[config.mk]
export PLATFORM = sky130hd
export DESIGN_NAME = pixel_batch_fifo
export DESIGN_NICKNAME = d
export VERILOG_FILES = /design/src/rtl/pixel_batch_fifo.sv
export SDC_FILE = /design/constraint.sdc
export NUM_CORES = 1
export LEC_CHECK = 0
export CAP_MARGIN = 15
export CORE_AREA = 2 2 209 211
export CTS_CLUSTER_DIAMETER = 30
export CTS_CLUSTER_SIZE = 30
export DETAILED_ROUTE_END_ITERATION = 12
export DIE_AREA = 0 0 211 213
export HOLD_SLACK_MARGIN = 0.03
export PLACE_DENSITY = 0.77
export SETUP_SLACK_MARGIN = 0.3
export SLEW_MARGIN = 40
export SYNTH_ARGS = -nofsm -noshare
export SYNTH_HDL_FRONTEND = slang
export SYNTH_SLANG_ARGS = --single-unit
[constraint.sdc]
create_clock -name clk -period 15.4 [get_ports clk]
set_input_delay 3.08 -clock clk [delete_from_list [all_inputs] [get_ports clk]]
set_output_delay 3.08 -clock clk [all_outputs]
set_load 0.02 [all_outputs]
[src/rtl/pixel_batch_fifo.sv]
// -----------------------------------------------------------------------------
// pixel_batch_fifo
//   Multi-batch, parallel-in / serial-out pixel buffer. A whole batch of
//   NUM_ELEMS pixels is loaded in one cycle. It is then shifted out OUT_LANES
//   pixels per dequeue. Up to NUM_BATCHES batches are held, so the next batch
//   can load while the current one drains.
//
// Ports
//   clk             in   clock
//   reset           in   async active-high reset, clears all state
//   flush           in   sync clear of contents and underflow (highest priority)
//   in_valid        in   value_in holds a batch
//   in_ready        out  a batch slot is free
//   value_in        in   batch, element i = value_in[i*ELEM_WIDTH +: ELEM_WIDTH]
//   dequeue         in   consume the current beat
//   value_out       out  current beat, lane k = element beat*OUT_LANES+k (0 when empty)
//   empty           out  no beats remain
//   almost_empty    out  1 <= beats_remaining <= ALMOST_EMPTY_BEATS
//   beats_remaining out  batch_count*BEATS - beat_idx
//   underflow       out  sticky, a dequeue was seen while empty
// -----------------------------------------------------------------------------
module pixel_batch_fifo #(
    parameter int unsigned NUM_ELEMS          = 16,
    parameter int unsigned ELEM_WIDTH         = 16,
    parameter int unsigned NUM_BATCHES        = 2,
    parameter int unsigned OUT_LANES          = 1,
    parameter int unsigned ALMOST_EMPTY_BEATS = 1,
    localparam int unsigned BEATS = NUM_ELEMS / OUT_LANES,
    localparam int unsigned CNT_W = $clog2(NUM_BATCHES * BEATS + 1),
    localparam int unsigned IN_W  = NUM_ELEMS * ELEM_WIDTH,
    localparam int unsigned OUT_W = OUT_LANES * ELEM_WIDTH
) (
    input  logic             clk,
    input  logic             reset,
    input  logic             flush,
    input  logic             in_valid,
    output logic             in_ready,
    input  logic [IN_W-1:0]  value_in,
    input  logic             dequeue,
    output logic [OUT_W-1:0] value_out,
    output logic             empty,
    output logic             almost_empty,
    output logic [CNT_W-1:0] beats_remaining,
    output logic             underflow
);

    localparam int unsigned PTR_W  = (NUM_BATCHES > 1) ? $clog2(NUM_BATCHES) : 1;
    localparam int unsigned BEAT_W = (BEATS > 1) ? $clog2(BEATS) : 1;
    localparam int unsigned BCNT_W = $clog2(NUM_BATCHES + 1);

    // Batch storage; contents are don't-care until written, so no reset.
    logic [IN_W-1:0]   store_q [NUM_BATCHES];

    logic [PTR_W-1:0]  wr_ptr_q, wr_ptr_d;
    logic [PTR_W-1:0]  rd_ptr_q, rd_ptr_d;
    logic [BCNT_W-1:0] count_q, count_d;
    logic [BEAT_W-1:0] beat_q, beat_d;
    logic              underflow_q, underflow_d;
    logic              empty_q, empty_d;
    logic              almost_q, almost_d;
    logic              in_ready_q, in_ready_d;
    logic [CNT_W-1:0]  remaining_q, remaining_d;
    logic [OUT_W-1:0]  value_out_q, value_out_d;

    logic              enq, deq, last_beat, pop, wr_en;
    logic [IN_W-1:0]   head_data;
    int                beat_base;

    function automatic logic [PTR_W-1:0] ptr_inc(input logic [PTR_W-1:0] p);
        return (p == PTR_W'(NUM_BATCHES - 1)) ? '0 : p + PTR_W'(1);
    endfunction

    // Next-state computation; flags and beat data are precomputed so every
    // output comes straight from a register.
    always_comb begin
        enq         = in_valid && in_ready_q;
        deq         = dequeue && !empty_q;
        last_beat   = (beat_q == BEAT_W'(BEATS - 1));
        pop         = deq && last_beat;
        wr_en       = enq && !flush;

        wr_ptr_d    = wr_ptr_q;
        rd_ptr_d    = rd_ptr_q;
        count_d     = count_q;
        beat_d      = beat_q;
        underflow_d = underflow_q;

        if (enq) begin
            wr_ptr_d = ptr_inc(wr_ptr_q);
        end

        if (deq) begin
            if (last_beat) begin
                beat_d   = '0;
                rd_ptr_d = ptr_inc(rd_ptr_q);
            end else begin
                beat_d   = beat_q + BEAT_W'(1);
            end
        end

        if (dequeue && empty_q) begin
            underflow_d = 1'b1;
        end

        case ({enq, pop})
            2'b10:   count_d = count_q + BCNT_W'(1);
            2'b01:   count_d = count_q - BCNT_W'(1);
            default: count_d = count_q;
        endcase

        if (flush) begin
            wr_ptr_d    = '0;
            rd_ptr_d    = '0;
            count_d     = '0;
            beat_d      = '0;
            underflow_d = 1'b0;
        end

        remaining_d = CNT_W'(count_d) * CNT_W'(BEATS) - CNT_W'(beat_d);
        empty_d     = (count_d == '0);
        almost_d    = !empty_d && (remaining_d <= CNT_W'(ALMOST_EMPTY_BEATS));
        in_ready_d  = (count_d != BCNT_W'(NUM_BATCHES));

        // The new head slot can only equal the slot being written when the
        // store is otherwise empty, so bypass the incoming batch in that case.
        head_data   = (wr_en && (rd_ptr_d == wr_ptr_q)) ? value_in : store_q[rd_ptr_d];
        beat_base   = int'(beat_d) * int'(OUT_W);
        value_out_d = empty_d ? '0 : head_data[beat_base +: OUT_W];
    end

    // Control and output registers.
    always_ff @(posedge clk or posedge reset) begin
        if (reset) begin
            wr_ptr_q    <= '0;
            rd_ptr_q    <= '0;
            count_q     <= '0;
            beat_q      <= '0;
            underflow_q <= 1'b0;
            empty_q     <= 1'b1;
            almost_q    <= 1'b0;
            in_ready_q  <= 1'b1;
            remaining_q <= '0;
            value_out_q <= '0;
        end else begin
            wr_ptr_q    <= wr_ptr_d;
            rd_ptr_q    <= rd_ptr_d;
            count_q     <= count_d;
            beat_q      <= beat_d;
            underflow_q <= underflow_d;
            empty_q     <= empty_d;
            almost_q    <= almost_d;
            in_ready_q  <= in_ready_d;
            remaining_q <= remaining_d;
            value_out_q <= value_out_d;
        end
    end

    // Batch slot write.
    always_ff @(posedge clk) begin
        if (wr_en) begin
            store_q[wr_ptr_q] <= value_in;
        end
    end

    assign in_ready        = in_ready_q;
    assign value_out       = value_out_q;
    assign empty           = empty_q;
    assign almost_empty    = almost_q;
    assign beats_remaining = remaining_q;
    assign underflow       = underflow_q;

endmodule

# Yosys cells after proc, flatten, opt, wreduce, memory -nomap -nowiden

Memories as Yosys holds them, arrays and structs flattened.
Cells that the tools add are included.

Bits in registers: 34
Bits in writable memories: 512
Input bits: 261
Output and inout bits: 26
Logic and storage cells: 55
Memories: 1

Add/sub/neg operators: 6
Order comparisons: 1
Equality and inequality tests: 5
Shift operators: 1
Muxes and demuxes: 18
Reductions and logical operators: 13

Memories:

| memory  | depth | bits a word | read ports | clocked after Yosys merged registers in | wr ports | RTL line | source |
|---|---|---|---|---|---|---|---|
| store_q | 2     | 256         | 1          | 0                                       | 1        | 52       | `logic [IN_W-1:0] store_q [NUM_BATCHES];` |

Operator list:

| cell                                                                  | number |
|---|---|
| 256-bit 2-to-1 mux                                                    | 1 |
| 256-bit by 9-bit indexed part select with 16-bit output               | 1 |
| 16-bit 2-to-1 mux                                                     | 1 |
| 4-bit 2-to-1 mux                                                      | 3 |
| 1-bit 2-to-1 mux                                                      | 11 |
| 1-bit logical AND                                                     | 7 |
| 6-bit by 1-bit <= comparator with 1-bit output, second input constant | 1 |
| 6-bit by 4-bit subtractor with 6-bit output                           | 1 |
| 4-bit by 1-bit adder with 4-bit output, second input constant         | 1 |
| 4-bit == test, second input constant                                  | 1 |
| 2-bit case mux with 2 select lines                                    | 1 |
| 2-bit nonzero test                                                    | 2 |
| 1-bit logical NOT                                                     | 3 |
| 1-bit adder, second input constant                                    | 2 |
| 2-bit by 1-bit adder with 2-bit output, second input constant         | 1 |
| 2-bit by 1-bit == test with 1-bit output, second input constant       | 1 |
| 2-bit == test, second input constant                                  | 1 |
| 2-bit logical NOT                                                     | 1 |
| 2-bit 2-to-1 mux                                                      | 1 |
| 2-bit != test, second input constant                                  | 1 |
| 2-bit by 1-bit subtractor with 2-bit output, second input constant    | 1 |
| 1-bit == test                                                         | 1 |

# Depth between registers and ports, before layout

Depth after elaboration: 10
Mapped depth: 14
Gate-level depth less buffers: 12

# Worst setup path after synthesis

No wires, ideal clock.

Path type: input port to flip-flop
Start point: input port flush
End point: memory store_q[0][0] (netlist bit) (enable)
Library setup time: 878 ps
Arrival time: 14,278 ps
Required time: 14,523 ps
Slack: 245 ps
Stages: 4
Buffers on the path: 2
Path through: buf_4 > or2_2 > clkbuf_1 > nor2_1

Cells in the longest elaborated chain, start to end: 4

RTL lines:

| what                                   | RTL line | source |
|---|---|---|
| start, declared                        | 35       | `input logic flush,` |
| 1-bit logical NOT                      | 80       | `wr_en = enq && !flush;` |
| 1-bit logical AND                      | 80       |  |
| 1-bit 2-to-1 mux                       | 160      | `if (wr_en) begin` |
| 1-bit 2-to-1 mux (implied by the code) | 161      | `store_q[wr_ptr_q] <= value_in;` |
| end, declared                          | 52       |  |

Every way passes these cells.

# Worst setup path in the final report

Start point: input port dequeue
End point: register value_out_q[11], in the netlist value_out[11]

Cells in the longest elaborated chain, start to end: 8
Elaborated cells between the ends (all ways): 17
Classes of those cells: eq/ne (3); shift (1); mux (8); reduce/logical (4); memory (1)

RTL lines:

| what                                                    | RTL line | source |
|---|---|---|
| start, declared                                         | 39       | `input logic dequeue,` |
| 1-bit logical AND *                                     | 77       | `deq = dequeue && !empty_q;` |
| 1-bit 2-to-1 mux                                        | 92       | `if (deq) begin` |
| 1-bit 2-to-1 mux                                        | 111      | `if (flush) begin` |
| 1-bit == test                                           | 126      | `head_data = (wr_en && (rd_ptr_d == wr_ptr_q)) ? value_in : store_q[rd_ptr_d];` |
| 1-bit logical AND                                       | 126      |  |
| 256-bit 2-to-1 mux                                      | 126      |  |
| 256-bit by 9-bit indexed part select with 16-bit output | 128      | `value_out_d = empty_d ? '0 : head_data[beat_base +: OUT_W];` |
| 16-bit 2-to-1 mux *                                     | 128      |  |
| net value_out_d[11]                                     | 63       | `logic [OUT_W-1:0] value_out_q, value_out_d;` |
| end signal, assigned                                    | 154      | `value_out_q <= value_out_d;` |
| end, declared                                           | 63       |  |

Mark *: on every way through the listed nets, which the timed path passes. The rest lies on a longest branch.
A chain may end at the register's enable or synchronous reset.

==> impl_metrics.yaml <==
timing:
  fin_crit_ns: 7.25
  maxSlewViolCount: 0
  fin_crit_sh_pct: 47.1
  rsz0062_at_grt: "no"
  finalSetupViolations: 0
  holdWs_ns: 0.509
  fin_skew_ns: 0.0210
  worstMarginPinSlew_ns: 0.924
  setup-tns-final_ns: 0
  fmax_mhz: 138
  relSlewSlack_pct: 37.8
  finalHoldViolCount: 0
cts:
  tritoncts: "done"
  h-tree-depth: 3
  clock_sinks: 545
  hold_buffers: 0
  insertion_delay_ns: 0.62
  cts_resized: 0
  cts.reportedPaths.clkPinSlew_ns: 0.04
  cts_buffers: 106
  cts_setup_buffers: 0
  clockBufferDepth: 3
  cts_root_buf: "clkbuf_16"
global_route:
  grt_pass1_wl_um: 101000
  grt_pass1_vias: 16300
  overflow: 0
  grtUsageTotal_pct: 30.6
  grt_max_degree: 103
  antenna_found_initial: 12
setup_path:
  start_kind: "primary input"
  rr_worst_depth: 9
  r2r_start: "beats_remaining[0]"
  ff2ff_setup_slack_ns: 10.49
  crit_family: "buffers and inverters"
  max_stage_delay_ns: 0.73
  crit_buf_inv: 3
  cp.depth: 9
  timing.rr.end: "value_out[11]"
  critPathKind: "in -> reg"
  path_cells: "clkdlybuf4s50_1 -> nand2b_1 -> o21ai_0 -> a21o_4 -> buf_4 -> buf_6 -> a211oi_1 -> nor4_2 -> nand4_1"
  slowest_stage: "buf_4"
  cp.arrival_ns: 7.69
  critPathMaxFanout: 102
  cp-end-kind: "flop"
  cp_data_required_time_ns: 15.84
logic_synthesis:
  avgSynthCellArea_um2: 14.1
  synth_warnings: 0
  syn_nets: 1933
  postSynth.asyncResetShare_pct: 6.06
  synth-seq-area-share_pct: 68.8
  yosysMostFrequentCell: "edfxtp_1"
  syn_area_mm2: 0.0236
  yosysUniqueCellTypes: 64
  synth_common_cells: "edfxtp_1 (512), nor2_1 (192), mux2i_1 (190)"
  synth_edf_count: 512
  synth-seq-cells: 545
  ys.flop_type: "edfxtp_1"
  synth_area_leaders: "edfxtp_1 (65%), mux2i_1 (8.1%), a211oi_1 (5.8%)"
  yosysTopAreaCell: "edfxtp_1"
  syn_inst: 1668
  netlist.area_leader.share_pct: 65.3
power_and_ir_drop:
  pwr-share-seq_pct: 39.7
  pwr_density_cell_mw_per_mm2: 142
  power_w: 0.00436
  internal_power_w: 0.00341
  irDropWorstVdd_mv: 0.127
  switching_share_pct: 21.8
  cellLeakagePower_nw: 10.1
  combPwrFrac_pct: 7.0
  switchingPower_w: 0.000953
  clkPwrFrac_pct: 53.3
floorplanning:
  die_x_um: 211
  ios: 287
  die_y_um: 213
  core_area_mm2: 0.0427
  rows: 76
  initial_core_util_pct: 55.2
  die-area_mm2: 0.0449
hold_path:
  hold_path_end: "underflow"
  hp-class: "reg -> reg"
  min-delay-start: "underflow"
  hold_depth: 2
detailed_routing:
  drt-vias-per-instance: 6.39
  drt-total-wl_um: 69700
  firstDrtPassIters: 6
  drtIter0Drc: 1969
  dr_total_vias: 16700
  wl_per_cell_um: 26.7
  drc: 0
  final_antenna_net_count: 0
placed_design:
  portBuffers: 286
  dp_cells: 2405
  gp_congestion: 0.915
  dp_hpwl_um: 43800
outcome:
  outcome: "finished, final reports clean"
finish:
  syn2layout_area_growth_pct: 30.4
  nets: 2233
  drive_gt1_share_pct: 13.0
  final_cells: 2612
run:
  maxCapViolCount: 0
per-stage QoR:
step           utilization, %  setup WS (ns)  cell area [um^2]
2_1_floorplan               -          0.245             23600
3_3_place_gp             62.9           7.08             26800
3_5_place_dp             63.3           7.56             27000
4_1_cts                  71.8           8.14             30600
5_1_grt                  71.9           7.92             30700
6_report                 72.0           8.15             30700
how the worst max path moves through the flow:
stage	start	endpoint
2_1_floorplan	flush	store_q[0][0]
3_3_place_gp	dequeue	value_out[6]
3_5_place_dp	dequeue	value_out[0]
4_1_cts	dequeue	value_out[0]
5_1_grt	dequeue	value_out[7]
6_report	dequeue	value_out[11]
worst register-to-register path, cell delays in order, from the launching register on:
cell	delay, ns
dfrtp_1	0.46
ha_1	0.28
nand3_2	0.20
o21ai_0	0.60
a21o_4	0.64
buf_4	0.76
buf_6	0.63
a211oi_1	0.29
nor4_2	0.68
nand4_1	0.18
state kept, by name (all words and copies together), names as in the netlist:
signal,flops
almost_empty,1
beat_q,3
beats_remaining,6
count_q,2
empty,1
in_ready,1
rd_ptr_q,1
store_q,512
underflow,1
value_out,16
wr_ptr_q,1
metal layers:
metal / routed length (um) / global-route usage [%] / vias to the layer above
li1: - / - / 7254
met4: 3860 / 17.1 / 2
met1: 26500 / 40.3 / 8188
met5: 12 / 0 / -
met2: 32700 / 47.4 / 1066
met3: 6650 / 7.06 / 183
layout make-up:
class	count	area, um^2
Multi-Input combinational cell	989	6890
Inverter	8	37.5
Clock inverter	70	865
Clock buffer	122	2780
Fill cell	2621	12000
Tap cell	546	683
Antenna cell	14	35.0
Timing Repair Buffer	318	3230
Sequential cell	545	16200
kinds of logic (layout without fill, tap and decap cells):
family / Yosys count / in the layout / share of synthesized area [%]
flip-flops: 545 / 545 / 68.8
AO/OA/AOI/OAI: 361 / 361 / 11.0
multiplexers: 215 / 215 / 9.37
other: 0 / 14 / 0
XOR/XNOR: 9 / 9 / 0.335
buffers and inverters: 134 / 518 / 2.54
AND/OR/NAND/NOR: 400 / 400 / 7.73
adder cells (fa/ha/maj): 4 / 4 / 0.212
power by group through the flow:
stage          Combinational [W]  Sequential (W)  Clock (W)
5_1_grt                 0.000324         0.00173    0.00242
4_1_cts                 0.000303         0.00173    0.00234
6_report                0.000307         0.00173    0.00232
3_3_place_gp            0.000290         0.00175          0
3_5_place_dp            0.000299         0.00176          0
2_1_floorplan           0.000125         0.00179          0
cell usage in the layout, fill, tap and decap left out, types with 5 or more instances in the layout:
cell type | netlist | layout
a21oi_1 | 53 | 52
edfxtp_1 | 512 | 512
or3_1 | 6 | 5
clkinv_2 | 0 | 24
a311oi_1 | 5 | 5
xnor2_1 | 5 | 5
a221oi_1 | 16 | 16
clkinvlp_4 | 0 | 7
inv_1 | 5 | 5
a31oi_1 | 17 | 17
mux2i_1 | 190 | 190
nand4_1 | 17 | 17
clkinv_4 | 0 | 7
dfrtp_1 | 31 | 30
nor2b_1 | 6 | 6
clkbuf_16 | 0 | 108
o211ai_1 | 17 | 17
o311ai_0 | 28 | 28
and3_1 | 6 | 6
clkdlybuf4s50_1 | 0 | 286
nor4_2 | 0 | 12
o21ai_0 | 17 | 17
diode_2 | 0 | 14
mux2_2 | 22 | 22
nand2_1 | 92 | 92
buf_4 | 2 | 20
clkbuf_1 | 61 | 12
nor2_1 | 192 | 189
bufinv_16 | 0 | 18
nand3_1 | 14 | 13
clkinv_1 | 0 | 8
nor4_1 | 46 | 34
inv_6 | 0 | 5
buf_6 | 5 | 5
a211oi_1 | 181 | 181
Note: power is estimated with default switching activity, not from simulation.
